`src/rtl/xor_frame_accumulator_if.sv`:
```
// -----------------------------------------------------------------------------
// xor_frame_accumulator_if
// Handshake bundle between a word-stream producer / result consumer (master)
// and the xor_frame_accumulator (slave).
//   in_valid / in_ready / in_data / in_last      : input word stream
//   out_valid / out_ready / out_xor / out_parity : frame result handshake
//   out_count                                    : saturating frame word count
//   exp_data / out_err                           : checksum compare, only when
//                                                  XOR_ACC_CHECK_EN is defined
// -----------------------------------------------------------------------------
interface xor_frame_accumulator_if #(
  parameter int WIDTH = 8,
  parameter int CNT_W = 8
);
  logic             in_valid;
  logic             in_ready;
  logic [WIDTH-1:0] in_data;
  logic             in_last;
  logic             out_valid;
  logic             out_ready;
  logic [WIDTH-1:0] out_xor;
  logic             out_parity;
  logic [CNT_W-1:0] out_count;
`ifdef XOR_ACC_CHECK_EN
  logic [WIDTH-1:0] exp_data;
  logic             out_err;

  modport master (
    output in_valid, in_data, in_last, out_ready, exp_data,
    input  in_ready, out_valid, out_xor, out_parity, out_count, out_err
  );
  modport slave (
    input  in_valid, in_data, in_last, out_ready, exp_data,
    output in_ready, out_valid, out_xor, out_parity, out_count, out_err
  );
`else
  modport master (
    output in_valid, in_data, in_last, out_ready,
    input  in_ready, out_valid, out_xor, out_parity, out_count
  );
  modport slave (
    input  in_valid, in_data, in_last, out_ready,
    output in_ready, out_valid, out_xor, out_parity, out_count
  );
`endif
endinterface

```
`src/rtl/xor_frame_accumulator.sv`:
```
// -----------------------------------------------------------------------------
// xor_frame_accumulator
// Folds each frame of WIDTH-bit words (terminated by in_last) into one XOR
// checksum word, its parity bit and a saturating word count. The result is
// held until the consumer takes it; no input is accepted meanwhile.
//
// Ports:
//   clk    : rising-edge clock
//   rst_n  : asynchronous active-low reset
//   bus    : xor_frame_accumulator_if.slave (input stream + result handshake)
//
// Optional feature macro XOR_ACC_CHECK_EN: adds exp_data / out_err, comparing
// the frame checksum against exp_data sampled with the in_last word.
// -----------------------------------------------------------------------------
module xor_frame_accumulator #(
  parameter int WIDTH = 8,
  parameter int CNT_W = 8
) (
  input  logic                   clk,
  input  logic                   rst_n,
  xor_frame_accumulator_if.slave bus
);

  typedef enum logic [0:0] {
    ST_ACCUM = 1'b0,
    ST_HOLD  = 1'b1
  } state_t;

  // Count increment that sticks at all-ones instead of wrapping.
  function automatic logic [CNT_W-1:0] sat_inc(input logic [CNT_W-1:0] c);
    logic [CNT_W-1:0] r;
    if (c == {CNT_W{1'b1}}) begin
      r = c;
    end else begin
      r = c + CNT_W'(1);
    end
    return r;
  endfunction

  // Even/odd parity of a data word.
  function automatic logic parity_f(input logic [WIDTH-1:0] v);
    return ^v;
  endfunction

  state_t           state_q,  state_d;
  logic [WIDTH-1:0] acc_q,    acc_d;
  logic [CNT_W-1:0] cnt_q,    cnt_d;
  logic [WIDTH-1:0] xor_q,    xor_d;
  logic             par_q,    par_d;
  logic [CNT_W-1:0] count_q,  count_d;
  logic             accept_s;
  logic [WIDTH-1:0] fold_s;
`ifdef XOR_ACC_CHECK_EN
  logic             err_q,    err_d;
`endif

  // Handshake flags depend on state only, so out_ready never reaches in_ready.
  assign bus.in_ready   = (state_q == ST_ACCUM);
  assign bus.out_valid  = (state_q == ST_HOLD);
  assign bus.out_xor    = xor_q;
  assign bus.out_parity = par_q;
  assign bus.out_count  = count_q;
`ifdef XOR_ACC_CHECK_EN
  assign bus.out_err    = err_q;
`endif

  assign accept_s = bus.in_valid && (state_q == ST_ACCUM);
  assign fold_s   = acc_q ^ bus.in_data;

  // Next-state logic: accumulate, close the frame, or release the result.
  always_comb begin
    state_d = state_q;
    acc_d   = acc_q;
    cnt_d   = cnt_q;
    xor_d   = xor_q;
    par_d   = par_q;
    count_d = count_q;
`ifdef XOR_ACC_CHECK_EN
    err_d   = err_q;
`endif
    case (state_q)
      ST_ACCUM: begin
        if (accept_s) begin
          if (bus.in_last) begin
            // Publish the frame and restart the accumulator from zero so the
            // next frame's first word loads directly.
            xor_d   = fold_s;
            par_d   = parity_f(fold_s);
            count_d = sat_inc(cnt_q);
`ifdef XOR_ACC_CHECK_EN
            err_d   = (fold_s != bus.exp_data);
`endif
            acc_d   = {WIDTH{1'b0}};
            cnt_d   = {CNT_W{1'b0}};
            state_d = ST_HOLD;
          end else begin
            acc_d   = fold_s;
            cnt_d   = sat_inc(cnt_q);
          end
        end else begin
          state_d = ST_ACCUM;
        end
      end
      ST_HOLD: begin
        if (bus.out_ready) begin
          state_d = ST_ACCUM;
        end else begin
          state_d = ST_HOLD;
        end
      end
      default: begin
        state_d = ST_ACCUM;
      end
    endcase
  end

  // State and datapath registers with asynchronous reset.
  always_ff @(posedge clk or negedge rst_n) begin
    if (!rst_n) begin
      state_q <= ST_ACCUM;
      acc_q   <= {WIDTH{1'b0}};
      cnt_q   <= {CNT_W{1'b0}};
      xor_q   <= {WIDTH{1'b0}};
      par_q   <= 1'b0;
      count_q <= {CNT_W{1'b0}};
`ifdef XOR_ACC_CHECK_EN
      err_q   <= 1'b0;
`endif
    end else begin
      state_q <= state_d;
      acc_q   <= acc_d;
      cnt_q   <= cnt_d;
      xor_q   <= xor_d;
      par_q   <= par_d;
      count_q <= count_d;
`ifdef XOR_ACC_CHECK_EN
      err_q   <= err_d;
`endif
    end
  end

endmodule

```
`src/flat_wrapper.sv`:
```
// flat-port wrapper written by rule: the top's interface ports become plain ports
module xor_frame_accumulator_flat 
#(
  parameter int WIDTH = 8,
  parameter int CNT_W = 8
)
  (clk, rst_n, bus_in_valid, bus_in_data, bus_in_last, bus_out_ready, bus_in_ready, bus_out_valid, bus_out_xor, bus_out_parity, bus_out_count);
  xor_frame_accumulator_if #(.WIDTH(WIDTH), .CNT_W(CNT_W)) bus_i ();
  input  logic clk;
  input  logic rst_n;
  input wire logic [$bits(bus_i.in_valid)-1:0] bus_in_valid;
  input wire logic [$bits(bus_i.in_data)-1:0] bus_in_data;
  input wire logic [$bits(bus_i.in_last)-1:0] bus_in_last;
  input wire logic [$bits(bus_i.out_ready)-1:0] bus_out_ready;
  output wire logic [$bits(bus_i.in_ready)-1:0] bus_in_ready;
  output wire logic [$bits(bus_i.out_valid)-1:0] bus_out_valid;
  output wire logic [$bits(bus_i.out_xor)-1:0] bus_out_xor;
  output wire logic [$bits(bus_i.out_parity)-1:0] bus_out_parity;
  output wire logic [$bits(bus_i.out_count)-1:0] bus_out_count;
  assign bus_i.in_valid = bus_in_valid;
  assign bus_i.in_data = bus_in_data;
  assign bus_i.in_last = bus_in_last;
  assign bus_i.out_ready = bus_out_ready;
  assign bus_in_ready = bus_i.in_ready;
  assign bus_out_valid = bus_i.out_valid;
  assign bus_out_xor = bus_i.out_xor;
  assign bus_out_parity = bus_i.out_parity;
  assign bus_out_count = bus_i.out_count;
  xor_frame_accumulator #(.WIDTH(WIDTH), .CNT_W(CNT_W)) u_core (.clk(clk), .rst_n(rst_n), .bus(bus_i));
endmodule
```
`config.mk`:
```
export PLATFORM = sky130hd
export DESIGN_NAME = xor_frame_accumulator_flat
export DESIGN_NICKNAME = d
export VERILOG_FILES = /design/src/rtl/xor_frame_accumulator_if.sv /design/src/rtl/xor_frame_accumulator.sv /design/src/flat_wrapper.sv
export SDC_FILE = /design/constraint.sdc
export NUM_CORES = 1
export LEC_CHECK = 0
export CORE_AREA = 2 2 56 98
export CTS_BUF_LIST = sky130_fd_sc_hd__clkbuf_8 sky130_fd_sc_hd__clkbuf_16
export DETAILED_ROUTE_END_ITERATION = 8
export DIE_AREA = 0 0 58 100
export GPL_ROUTABILITY_DRIVEN = 0
export PLACE_DENSITY_LB_ADDON = 0.1
export SYNTH_ARGS = -nofsm -noshare
export SYNTH_HDL_FRONTEND = slang
export SYNTH_SLANG_ARGS = --single-unit
```
`constraint.sdc`:
```
create_clock -name clk -period 2.5 [get_ports clk]
set_input_delay 0.625 -clock clk [delete_from_list [all_inputs] [get_ports clk]]
set_output_delay 0.625 -clock clk [all_outputs]
set_load 0.02 [all_outputs]
```
### Yosys cells after proc, flatten, opt, wreduce, memory -nomap -nowiden

Cells that the tools add are included.

* bits of input ports: 13
* output and inout bits: 19
* bits in registers: 34

* mux-type cells: 7
* equality and inequality tests: 1
* add/subtract/negate cells: 1
* bitwise operators: 2
* reduce and logical (&&, ||, !) cells: 4

Operator list (number)
* $mux 8: 3
* $add 8x1->8 const B: 1
* $eq 8x8->1 const B: 1
* $reduce_xor 8->1: 1
* $xor 8x8->8: 1
* $mux 1: 3
* $reduce_and 3->1: 1
* $pmux 1 s2: 1
* $reduce_and 2->1: 1
* $logic_and 1x1->1: 1
* $not 1->1: 1

### Longest topological paths before layout

Gate-level depths: netlist (run 1).

* depth after elaboration: 4
* mapped depth: 6
* mapped depth without buffers: 6

### Least setup slack after synthesis (run 1)

No wires, ideal clock.

* path kind: flip-flop to flip-flop
* start point: register u_core.state_q, in the netlist u_core.bus.out_valid
* end point: register u_core.cnt_q[3]
* path slack: 997 ps
* library setup time: 126 ps
* required time: 2374 ps
* path buffers: 1
* cell stages (with the launch flop): 5
* arrival time: 1377 ps
* period minus slack after synthesis: 1503 ps
* cells stage by stage: dfrtp_1 -> inv_1 -> nand2_1 -> clkbuf_1 -> a221o_1

* cells in the longest elaborated chain, start to end: 3

RTL lines
* start, declared: RTL line xor_frame_accumulator.sv:45 `state_t state_q, state_d;`
* start signal, assigned: RTL line xor_frame_accumulator.sv:130 `state_q <= state_d;`
* $not 1->1 (*)
* named net bus_in_ready: RTL line flat_wrapper.sv:15 `output wire logic [$bits(bus_i.in_ready)-1:0] bus_in_ready;`
* $logic_and 1x1->1: RTL line xor_frame_accumulator.sv:67 `assign accept_s = bus.in_valid && (state_q == ST_ACCUM);`
* $reduce_and 2->1 (no line) (*)
* end signal, assigned: RTL line xor_frame_accumulator.sv:122 `cnt_q <= {CNT_W{1'b0}};`
* end signal, assigned: RTL line xor_frame_accumulator.sv:132 `cnt_q <= cnt_d;`
* end, declared: RTL line xor_frame_accumulator.sv:47 `logic [CNT_W-1:0] cnt_q, cnt_d;`

Mark *: on every way through the listed nets, which the timed path passes. The rest lies on a longest branch.
A chain may end at the register's enable or synchronous reset.

### Worst setup path in the final report (run 1)

* start point: register u_core.state_q, in the netlist u_core.bus.out_valid
* end point: output bus_in_ready

* cells in the longest elaborated chain, start to end: 1

RTL lines
* $not 1->1: RTL line xor_frame_accumulator.sv:58 `assign bus.in_ready = (state_q == ST_ACCUM);`
* end, declared: RTL line flat_wrapper.sv:15

Every way passes these cells.

==> results.cfg, run 1 <==
[status]
outcome = finished, final reports clean

[drt]
drtPass1Iterations = 4
wl_per_cell_um = 14.2
drt_iter0_drc = 36
drtAntennaViolNets = 0
vias = 1393
drcViolationCount = 0
viasPerCell = 5.07
wl_um = 3900

[floorplan]
core-area_um2 = 5080
die_area_um2 = 5800
start_util_pct = 33.4
die_w_um = 58
rows = 35
io_pins = 32
die_y_um = 100

[synth]
synth.distinct_cells = 30
syn_inst = 183
yosysTopAreaCell = dfrtp_1
synth_edf_count = 0
yosysWarnings = 0
syn_nets = 197
synth_area_um2 = 1700
avgSynthCellArea_um2 = 9.27
ys_async_sr_fraction_pct = 100
ys_seq_elements = 34
synthDominantCellAreaShare_pct = 50.1
synth_seq_area_share_pct = 50.1
synthTopCellsByArea = dfrtp_1 50%, o21ai_0 8.8%, xnor2_1 8.8%, nand2_1 8.0%, a21oi_1 2.4%
ys.flop_type = dfrtp_1

[setup_path]
required_ns = 1.88
crit_fanout = 3
path_class = reg2out
crit_path_start_kind = flop
end_kind = output pin
worstPathArrival_ns = 1.39

[cts]
cts_buffers = 5
cts_buffer_depth = 2
cts_tree = done
clk_latency_ns = 0.29
cts_setup_buffers = 0
cts_hold_buffers = 0
clock-root-buffer = clkbuf_8
cts_resized = 0
h-tree-depth = 2
clk_pin_slew_ns = 0.07
clock_sinks = 34

[global_route]
first_global_vias = 1385
grt.total_usage_pct = 14.8
grt_pass1_wl_um = 6490
antenna_found_initial = 0
grt_overflow = 0
grt_max_degree = 35

[layout]
multi_input_area_um2 = 803
instances_no_fill = 275
sequential_cell_area_um2 = 851
drive_gt1_share_pct = 9.55
area_growth_pct = 28.5
num_antenna_cells = 0
n_fill_cell = 498
nets = 233

[sta]
final.setup.tns_ns = 0
fin_crit_sh_pct = 80.7
rsz0062_at_grt = false
max-slew-margin-rel_pct = 69.5
min_period_ns = 2.02
setup_viol = 0
max_freq_ghz = 0.495
hold_viol = 0
whs_ns = 0.478
drv_slew = 0
layout_setup_ws_ns = 0.482
finalClockSkew_ns = 0.00656
worstMarginPinSlew_ns = 0.457

[flow_run]
maxCapViolCount = 0

[min_path]
hold_class = reg2reg

[placement]
dp_worst_setup_slack_ns = 0.309
dp_hpwl_um = 2900
port-buffer-count = 31
place_inst = 267

[pwr]
pwr_density_cell_nw_per_um2 = 814
design_power_total_mw = 1.78
ir_worst_vdd_uv = 450
p_leak_nw = 0.921
layer usage:
| metal | up-vias | track usage [%] | routed length, um |
|---|---|---|---|
| met1 | 651 | 16.3 | 1530 |
| li1 | 695 | - | - |
| met4 | 0 | 7.87 | 121 |
| met5 | - | 0 | 0 |
| met3 | 8 | 2.96 | 160 |
| met2 | 39 | 26.0 | 2090 |
layout by cell type (no fill, tap or decap), drive strengths merged:
master / synthesis / layout
nor2b: 5 / 5
o21ai: 33 / 33
nor3: 3 / 3
o31ai: 3 / 3
mux2i: 1 / 1
nand2: 37 / 37
and4: 1 / 1
and3: 3 / 3
a221o: 2 / 2
xor2: 2 / 2
clkdlybuf4s50: 0 / 31
nor2: 9 / 9
inv: 3 / 4
clkinv: 0 / 1
nor3b: 2 / 2
o21a: 2 / 2
clkbuf: 7 / 6
xnor2: 17 / 17
nand4: 1 / 1
a21oi: 8 / 8
ha: 1 / 1
buf: 1 / 6
and2: 2 / 2
dfrtp: 34 / 34
a31oi: 1 / 1
nand3: 3 / 3
nor4: 2 / 2
synthesized netlist by cell type (3+ instances only):
cell      number
a21oi_1        8
clkbuf_1       7
dfrtp_1       34
inv_1          3
nand2_1       36
nor2_1         9
nor2b_1        4
nor3_1         3
o21ai_0       30
o21ai_1        3
o31ai_1        3
xnor2_1       17
cells by family (layout without fill, tap and decap cells):
family                     after synthesis  after routing  synth area share (%)
AOI/OAI and AO/OA                       49             49                  15.9
xor gates and xnor gates                19             19                  9.81
adders and majority gates                1              1                 0.737
buffers and inverters                   11             48                  2.51
DFF                                     34             34                  50.1
muxes                                    1              1                 0.590
and+or+nand+nor                         68             68                  20.4
sequential cells by signal, indices dropped and copies added (netlist names):
name / flops
u_core.cnt_q: 8
u_core.acc_q: 8
u_core.bus.out_count: 8
u_core.bus.out_parity: 1
u_core.bus.out_xor: 8
u_core.bus.out_valid: 1
through the flow:
stage	area, um^2	util (%)
after CTS	2180	42.9
after global routing	2180	42.9
after detailed placement	2090	41.1
after global placement	2090	41.1
final	2180	42.9
after floorplan	1700	-
where the power goes:
part	total [mW]	internal, mW	switching, mW
Sequential	0.760	0.664	0.0963
Clock	0.417	0.218	0.199
Combinational	0.600	0.295	0.305
final cells by class:
type,instances,area share [%]
Tap cell,55,3.16
Inverter,3,0.516
Sequential cell,34,39.0
Clock inverter,2,0.402
Clock buffer,6,3.79
Multi-Input combinational cell,138,36.8
Timing Repair Buffer,37,16.3
final timing paths:
kind                       slack [ns]                    start  depth (start not counted)                      end
max in group asynchronous        1.42                    rst_n                          2          u_core.acc_q[5]
hold reg to reg                  0.48  u_core.bus.out_count[6]                          2  u_core.bus.out_count[6]
setup / recovery                 0.48     u_core.bus.out_valid                          2             bus_in_ready
min in group asynchronous        0.74                    rst_n                          2  u_core.bus.out_count[5]
hold / removal                   0.48  u_core.bus.out_count[6]                          2  u_core.bus.out_count[6]
setup reg to reg                 0.81          u_core.cnt_q[0]                          6          u_core.cnt_q[6]
worst max-delay path, cell delays in order, from the launching register on:
cell,delay [ns]
dfrtp_1,0.40
inv_1,0.09
clkdlybuf4s50_1,0.62
No activity file was read; power rests on OpenSTA's default activity.
==> inputs of run 2 (changes only) <==
clock period = 1.7 ns   (was 2.5 ns; I/O delays follow)
==> run 2 against run 1 <==
Effect of this change:
- clock-buffer cell count unchanged
- critical endpoint is now bus_out_xor[3]
- global-route usage up 0.56 points
- cell count up 3.3%
- non-clock buffer count up 9
- core utilization up 2.9 points
- flip-flop and latch count unchanged
- largest cell class unchanged
- clock skew up 0.0021 ns
- worst hold slack better by 0.0016 ns
- clock power up 54%
- cell area up 6.8%
==> results.cfg, run 2 (same netlist as run 1, synthesis figures left out) <==
[min_path]
hold_path_startpoint = u_core.bus.out_count[7]
hold_path_depth = 2
hold-path-endpoint = u_core.bus.out_count[7]
hold_class = reg2reg

[layout]
nets = 242
layout_commonest_cell = nand2_1
area_growth_pct = 37.3
num_antenna_cells = 0
drive_gt1_share_pct = 13.5
final_cell_mix = 36 x nand2_1, 34 x dfrtp_1, 30 x o21ai_0, 17 x xnor2_1, 14 x clkdlybuf4s50_1

[global_route]
grt_pass1_wl_um = 6770
grt_overflow = 0
first_global_vias = 1436
grt_max_degree = 35
antenna_found_initial = 0
grt.total_usage_pct = 15.4

[setup_path]
reg2reg_depth = 6
r2r_end = u_core.cnt_q[6]
cp_num_buf_inv = 1
cpPeakStageDelay_ns = 0.61
cp_top_family = buffers and inverters
worstPathArrival_ns = 1.24
crit_slowest_cell = clkdlybuf4s50_1
crit_path_start_kind = flop
path_class = reg2out
required_ns = 1.27
end_kind = output pin
crit_fanout = 2
reg2reg_slack_ns = 0.17
reg2reg_from = u_core.cnt_q[0]
path_cells = clkdlybuf4s50_1

[floorplan]
io_pins = 32
start_util_pct = 33.4
die_y_um = 100
rows = 35
die_w_um = 58
core-area_um2 = 5080
die_area_um2 = 5800

[pwr]
design_power_total_mw = 2.65
p_leak_nw = 1.17
ir_worst_vdd_uv = 695
pwr_density_cell_nw_per_um2 = 1140

[drt]
drcViolationCount = 0
wl_per_cell_um = 13.9
drtPass1Iterations = 4
vias = 1419
viasPerCell = 5.00
drt_iter0_drc = 30
wl_um = 3960
drtAntennaViolNets = 0

[cts]
clk_latency_ns = 0.29
clk_pin_slew_ns = 0.08
cts_buffer_depth = 2
clock_sinks = 34
cts_buffers = 5
cts_setup_buffers = 0
h-tree-depth = 2
cts_tree = done
clock-root-buffer = clkbuf_8

[placement]
dp_worst_setup_slack_ns = -0.206
dp_hpwl_um = 2870
port-buffer-count = 31

[sta]
max_freq_ghz = 0.601
fin_crit_sh_pct = 97.8
final.setup.tns_ns = 0
worstMarginPinSlew_ns = 0.465
rsz0062_at_grt = false
min_period_ns = 1.66
setup_viol = 0
drv_slew = 0
max-slew-margin-rel_pct = 68.9
whs_ns = 0.479
finalClockSkew_ns = 0.00862
hold_viol = 0
layout_setup_ws_ns = 0.0369

[flow_run]
maxCapViolCount = 0

[status]
outcome = finished, final reports clean
-- run 2: cell types whose count changed in the layout (fill, tap and decap cells not counted) --
cell / before / now
buf_12: 0 / 4
clkdlybuf4s50_1: 31 / 14
clkinvlp_4: 0 / 1
dlymetal6s2s_1: 0 / 13
dlygate4sd2_1: 0 / 4
buf_4: 6 / 11
inv_1: 4 / 3
-- run 2: what timing repair did --
| item | in CTS | in global routing |
|---|---|---|
| hold buffers | 0 | 0 |
| setup endpoints to repair | 4 | 13 |
| gates resized for setup | 4 | 13 |
| pin swaps | 0 | 0 |
-- run 2: metrics by stage --
| step | std cells | cell area [um^2] | util, % |
|---|---|---|---|
| global placement | 276 | 2210 | 43.4 |
| detailed placement | 276 | 2210 | 43.4 |
| CTS | 284 | 2300 | 45.2 |
| finish | 284 | 2330 | 45.9 |
| floorplan | 183 | 1700 | - |
| global route | 284 | 2330 | 45.9 |
-- run 2: how the worst max path moves through the flow --
stage	startpoint	endpoint	slack (ns)	cells past startpoint
2_1_floorplan	u_core.bus.out_valid	u_core.cnt_q[3]	0.20	4
3_3_place_gp	bus_in_data[4]	u_core.bus.out_parity	-0.20	6
3_5_place_dp	bus_in_data[7]	u_core.bus.out_parity	-0.21	6
4_1_cts	u_core.bus.out_xor[1]	bus_out_xor[1]	0.0007	1
5_1_grt	u_core.bus.out_xor[3]	bus_out_xor[3]	0.0003	1
6_report	u_core.bus.out_xor[3]	bus_out_xor[3]	0.04	1
-- run 2: cell type report --
| cell class | instances | area (um^2) |
|---|---|---|
| Clock inverter | 2 | 12.5 |
| Inverter | 3 | 11.3 |
| Sequential cell | 34 | 851 |
| Timing Repair Buffer | 46 | 500 |
| Tap cell | 55 | 68.8 |
| Fill cell | 508 | 2750 |
| Multi-Input combinational cell | 138 | 803 |
| Clock buffer | 6 | 82.6 |
-- run 2: power by group --
part / internal [mW] / switching, mW
Combinational: 0.448 / 0.454
Sequential: 0.975 / 0.135
Clock: 0.326 / 0.316
Total: 1.75 / 0.905
-- run 2: worst reg2reg max path, stage by stage, from the launching register on --
cell     delay, ns
dfrtp_1       0.44
ha_1          0.20
and3_4        0.24
nand3_1       0.13
nor3b_2       0.24
o21ai_1       0.08
o21a_1        0.10
-- run 2: metal layers --
metal / wire length [um] / track usage, %
met1: 1640 / 18.2
met2: 2140 / 26.3
met3: 127 / 3.35
met4: 48 / 6.26
met5: 0 / 0
==> patch (config.mk and constraints of run 2) <==
`CNT_W` is set to 8 in 3 places; all go to 6.
--- a/src/rtl/xor_frame_accumulator_if.sv
+++ b/src/rtl/xor_frame_accumulator_if.sv
@@ -10,7 +10,7 @@
 // -----------------------------------------------------------------------------
 interface xor_frame_accumulator_if #(
   parameter int WIDTH = 8,
-  parameter int CNT_W = 8
+  parameter int CNT_W = 6
 );
   logic             in_valid;
   logic             in_ready;
--- a/src/rtl/xor_frame_accumulator.sv
+++ b/src/rtl/xor_frame_accumulator.sv
@@ -14,7 +14,7 @@
 // -----------------------------------------------------------------------------
 module xor_frame_accumulator #(
   parameter int WIDTH = 8,
-  parameter int CNT_W = 8
+  parameter int CNT_W = 6
 ) (
   input  logic                   clk,
   input  logic                   rst_n,
--- a/src/flat_wrapper.sv
+++ b/src/flat_wrapper.sv
@@ -2,7 +2,7 @@
 module xor_frame_accumulator_flat 
 #(
   parameter int WIDTH = 8,
-  parameter int CNT_W = 8
+  parameter int CNT_W = 6
 )
   (clk, rst_n, bus_in_valid, bus_in_data, bus_in_last, bus_out_ready, bus_in_ready, bus_out_valid, bus_out_xor, bus_out_parity, bus_out_count);
   xor_frame_accumulator_if #(.WIDTH(WIDTH), .CNT_W(CNT_W)) bus_i ();
Interface: changed (resized bus_out_count); port bits go from 32 to 30. The function was not compared with the original's and may differ.
==> patch against run 2 <==
  * First-iteration DRC count shrank 17%
  * Wire length shrank 16%
  * Hold slack lost 3.9 ps
  * Total power shrank 15%
  * Clock power shrank 19%
  * Sequential cell count shrank 4
  * Setup slack gained 11 ps
  * Sequential power shrank 13%
  * Critical endpoint is now bus_out_count[0]
  * Sequential share of layout area grew 2.1 points
  * Cell area shrank 17%
  * Synthesized area shrank 15%
==> patch: results (changes against run 2) <==
| Parameter | Reported | Change |
|:---|:---|:---|
| Worst supply voltage drop on vdd | 0.0007536 V | +8.5% |
| Sequential element share of the synthesized area | 0.5226 | +0.02117 |
| Worst clock skew | 2.260 ps | -6.359 ps |
| Internal portion of total power | 1518 µW | -13% |
| Worst Path Max Fanout | 2 | unchanged |
| Half-perimeter wire length after detailed placement | 2481 µm | -14% |
| Clock power frac | 0.228 | -0.014 |
| CTS buffer count | 5 | unchanged |
| Worst min-delay path class | flop to flop |  |
| Vias per Instance | 4.872 | -2.5% |
| Number of detailed-route iterations in the first pass | 4 | unchanged |
| Total number of H-tree levels | 2 | unchanged |
| Routed length per placed instance | 13.00 µm | -6.7% |
| Number of synthesized flops with an enable pin | 0 | unchanged |
| Result of the run | complete, no violations |  |
| Transition time at the pin with the least slew margin | 406.2 ps | -58.38 ps |
| Count of different cell masters after synthesis | 22 | -27% |
| Synthesized net count | 175 | -11% |
| Share of post-route cells with drive strength above 1 | 0.08416 | -0.05121 |
| Global-route wire length before repair | 5982 µm | -12% |
| Peak per-stage delay on the critical path | 610 ps | about the same |
| Number of global-route vias before repair | 1306 | -9.1% |
| Tot GR Track Use | 0.1364 | -0.01711 |
| Biggest area contributors in the synthesized netlist | dfrtp_1 52%, o21ai_0 10%, nand2_1 9.1% |  |
| Most used DFF post-synth | dfrtp_1 |  |
| Proportion of synthesized flip-flops having asynchronous set or reset | 1.000 | unchanged |
| Cell family with most CP delay | buffers and inverters |  |
| Count of final hold-check violations | 0 | unchanged |
| # DRC | 0 | unchanged |
| Total of warnings raised by yosys | 0 | unchanged |
| Number of post-CTS setup repair buffers | 0 | unchanged |
| Mean cell area of the mapped netlist | 8.922 µm² | -3.8% |
| Data arrival, critical path | 1230 ps |  |
| CP max-delay cell | clkdlybuf4s50_1 |  |
| Maximum number of pins on one net before global-route repair | 31 | -11% |
| # nets final | 216 | -11% |
| Clock-pin slew on the worst setup and hold paths | 60 ps | -20 ps |
| Deepest clock path buffer count | 2 | unchanged |
| Effective utilization at floorplan | 0.2828 | -0.05123 |
| Initial DRC Count | 25 | -17% |
| Number of buffers added on ports | 29 | -6.5% |
| Static Leakage | 0.0009054 µW | -23% |
| Total wire length | 3341 µm | -16% |
| Antenna diode count | 0 | unchanged |
| CTS root buf | clkbuf_8 |  |
| Leading cell types by count after synthesis | 35 x nand2_1, 30 x dfrtp_1, 29 x o21ai_0 |  |
| Clock network latency to the later pin of the worst-skew pair | 270 ps | -20 ps |
| Filler Cell Count | 515 | +1.4% |
| Number of antenna violations at the first check in global routing | 0 | unchanged |
| Seq power | 965 µW | -13% |
| Number of cells after detailed placement | 250 | -9.4% |
patch: cell types whose count changed after synthesis, sizes merged, moves of 3 or more:
cell / before / now
nor2b: 5 / 1
o21ai: 33 / 30
a21oi: 8 / 11
dfrtp: 34 / 30
patch: path summary, 6_finish.rpt:
kind,to,slack [ps],cells past startpoint,from
max reg2reg,u_core.cnt_q[0]$_DFFE_PN0P_,180,6,u_core.cnt_q[0]$_DFFE_PN0P_
max in group asynchronous,u_core.cnt_q[1]$_DFFE_PN0P_,870,2,rst_n
min reg2reg,u_core.bus.out_xor[7]$_DFFE_PN0P_,480,2,u_core.bus.out_xor[7]$_DFFE_PN0P_
min,u_core.bus.out_xor[7]$_DFFE_PN0P_,480,2,u_core.bus.out_xor[7]$_DFFE_PN0P_
min in group asynchronous,u_core.bus.out_xor[7]$_DFFE_PN0P_,540,2,rst_n
max,bus_out_count[0],50,1,u_core.bus.out_count[0]$_DFFE_PN0P_
patch: what timing repair did:
| item | in CTS | in global routing |
|---|---|---|
| hold buffers | 0 | 0 |
| endpoints found under the setup margin | 1 | 6 |
| pin swaps | 0 | 0 |
| resized for setup | 1 | 6 |
patch: stage by stage:
stage | TNS (ps) | setup slack [ps] | hold slack (ps) | area [µm²] | total power, µW
final | 0 | 47.92 | 475.3 | 1944 | 2266
after CTS | 0 | 4.127 | 484.8 | 1929 | 2325
after floorplan | 0 | 311.1 | 129.4 | 1436 | 1443
after global routing | 0 | 0.01565 | 518.0 | 1944 | 2447
after global placement | -140.5 | -140.5 | 465.2 | 1854 | 1775
after detailed placement | -149.8 | -147.9 | 470.2 | 1854 | 1788
patch: metal layers:
| metal | vias to the layer above | track usage | part of all wire | routed length, µm |
|---|---|---|---|---|
| li1 | 625 | - | - | - |
| met1 | 593 | 0.1434 | 0.38 | 1266 |
| met2 | 27 | 0.2430 | 0.55 | 1833 |
| met3 | 7 | 0.03351 | 0.043 | 142 |
| met4 | 0 | 0.07156 | 0.029 | 98 |
| met5 | - | 0 | 0 | 0 |
patch: cells by family (layout without fill, tap and decap cells):
group	after synthesis	after routing	synth area share
compound gates	49	49	0.1829
xor+xnor	17	17	0.1037
fa+ha+maj	1	1	0.008709
buf+inv	9	50	0.02439
flops	30	30	0.5226
simple gates	55	55	0.1577
patch: layout make-up:
cell class | instances | area [µm²] | share of cell area
Sequential cell | 30 | 750.7 | 0.3861
Multi-Input combinational cell | 122 | 650.6 | 0.3346
Timing Repair Buffer | 40 | 386.6 | 0.1988
Clock buffer | 5 | 68.82 | 0.03539
Tap cell | 55 | 68.82 | 0.03539
Inverter | 3 | 11.26 | 0.005792
Clock inverter | 2 | 7.507 | 0.003861
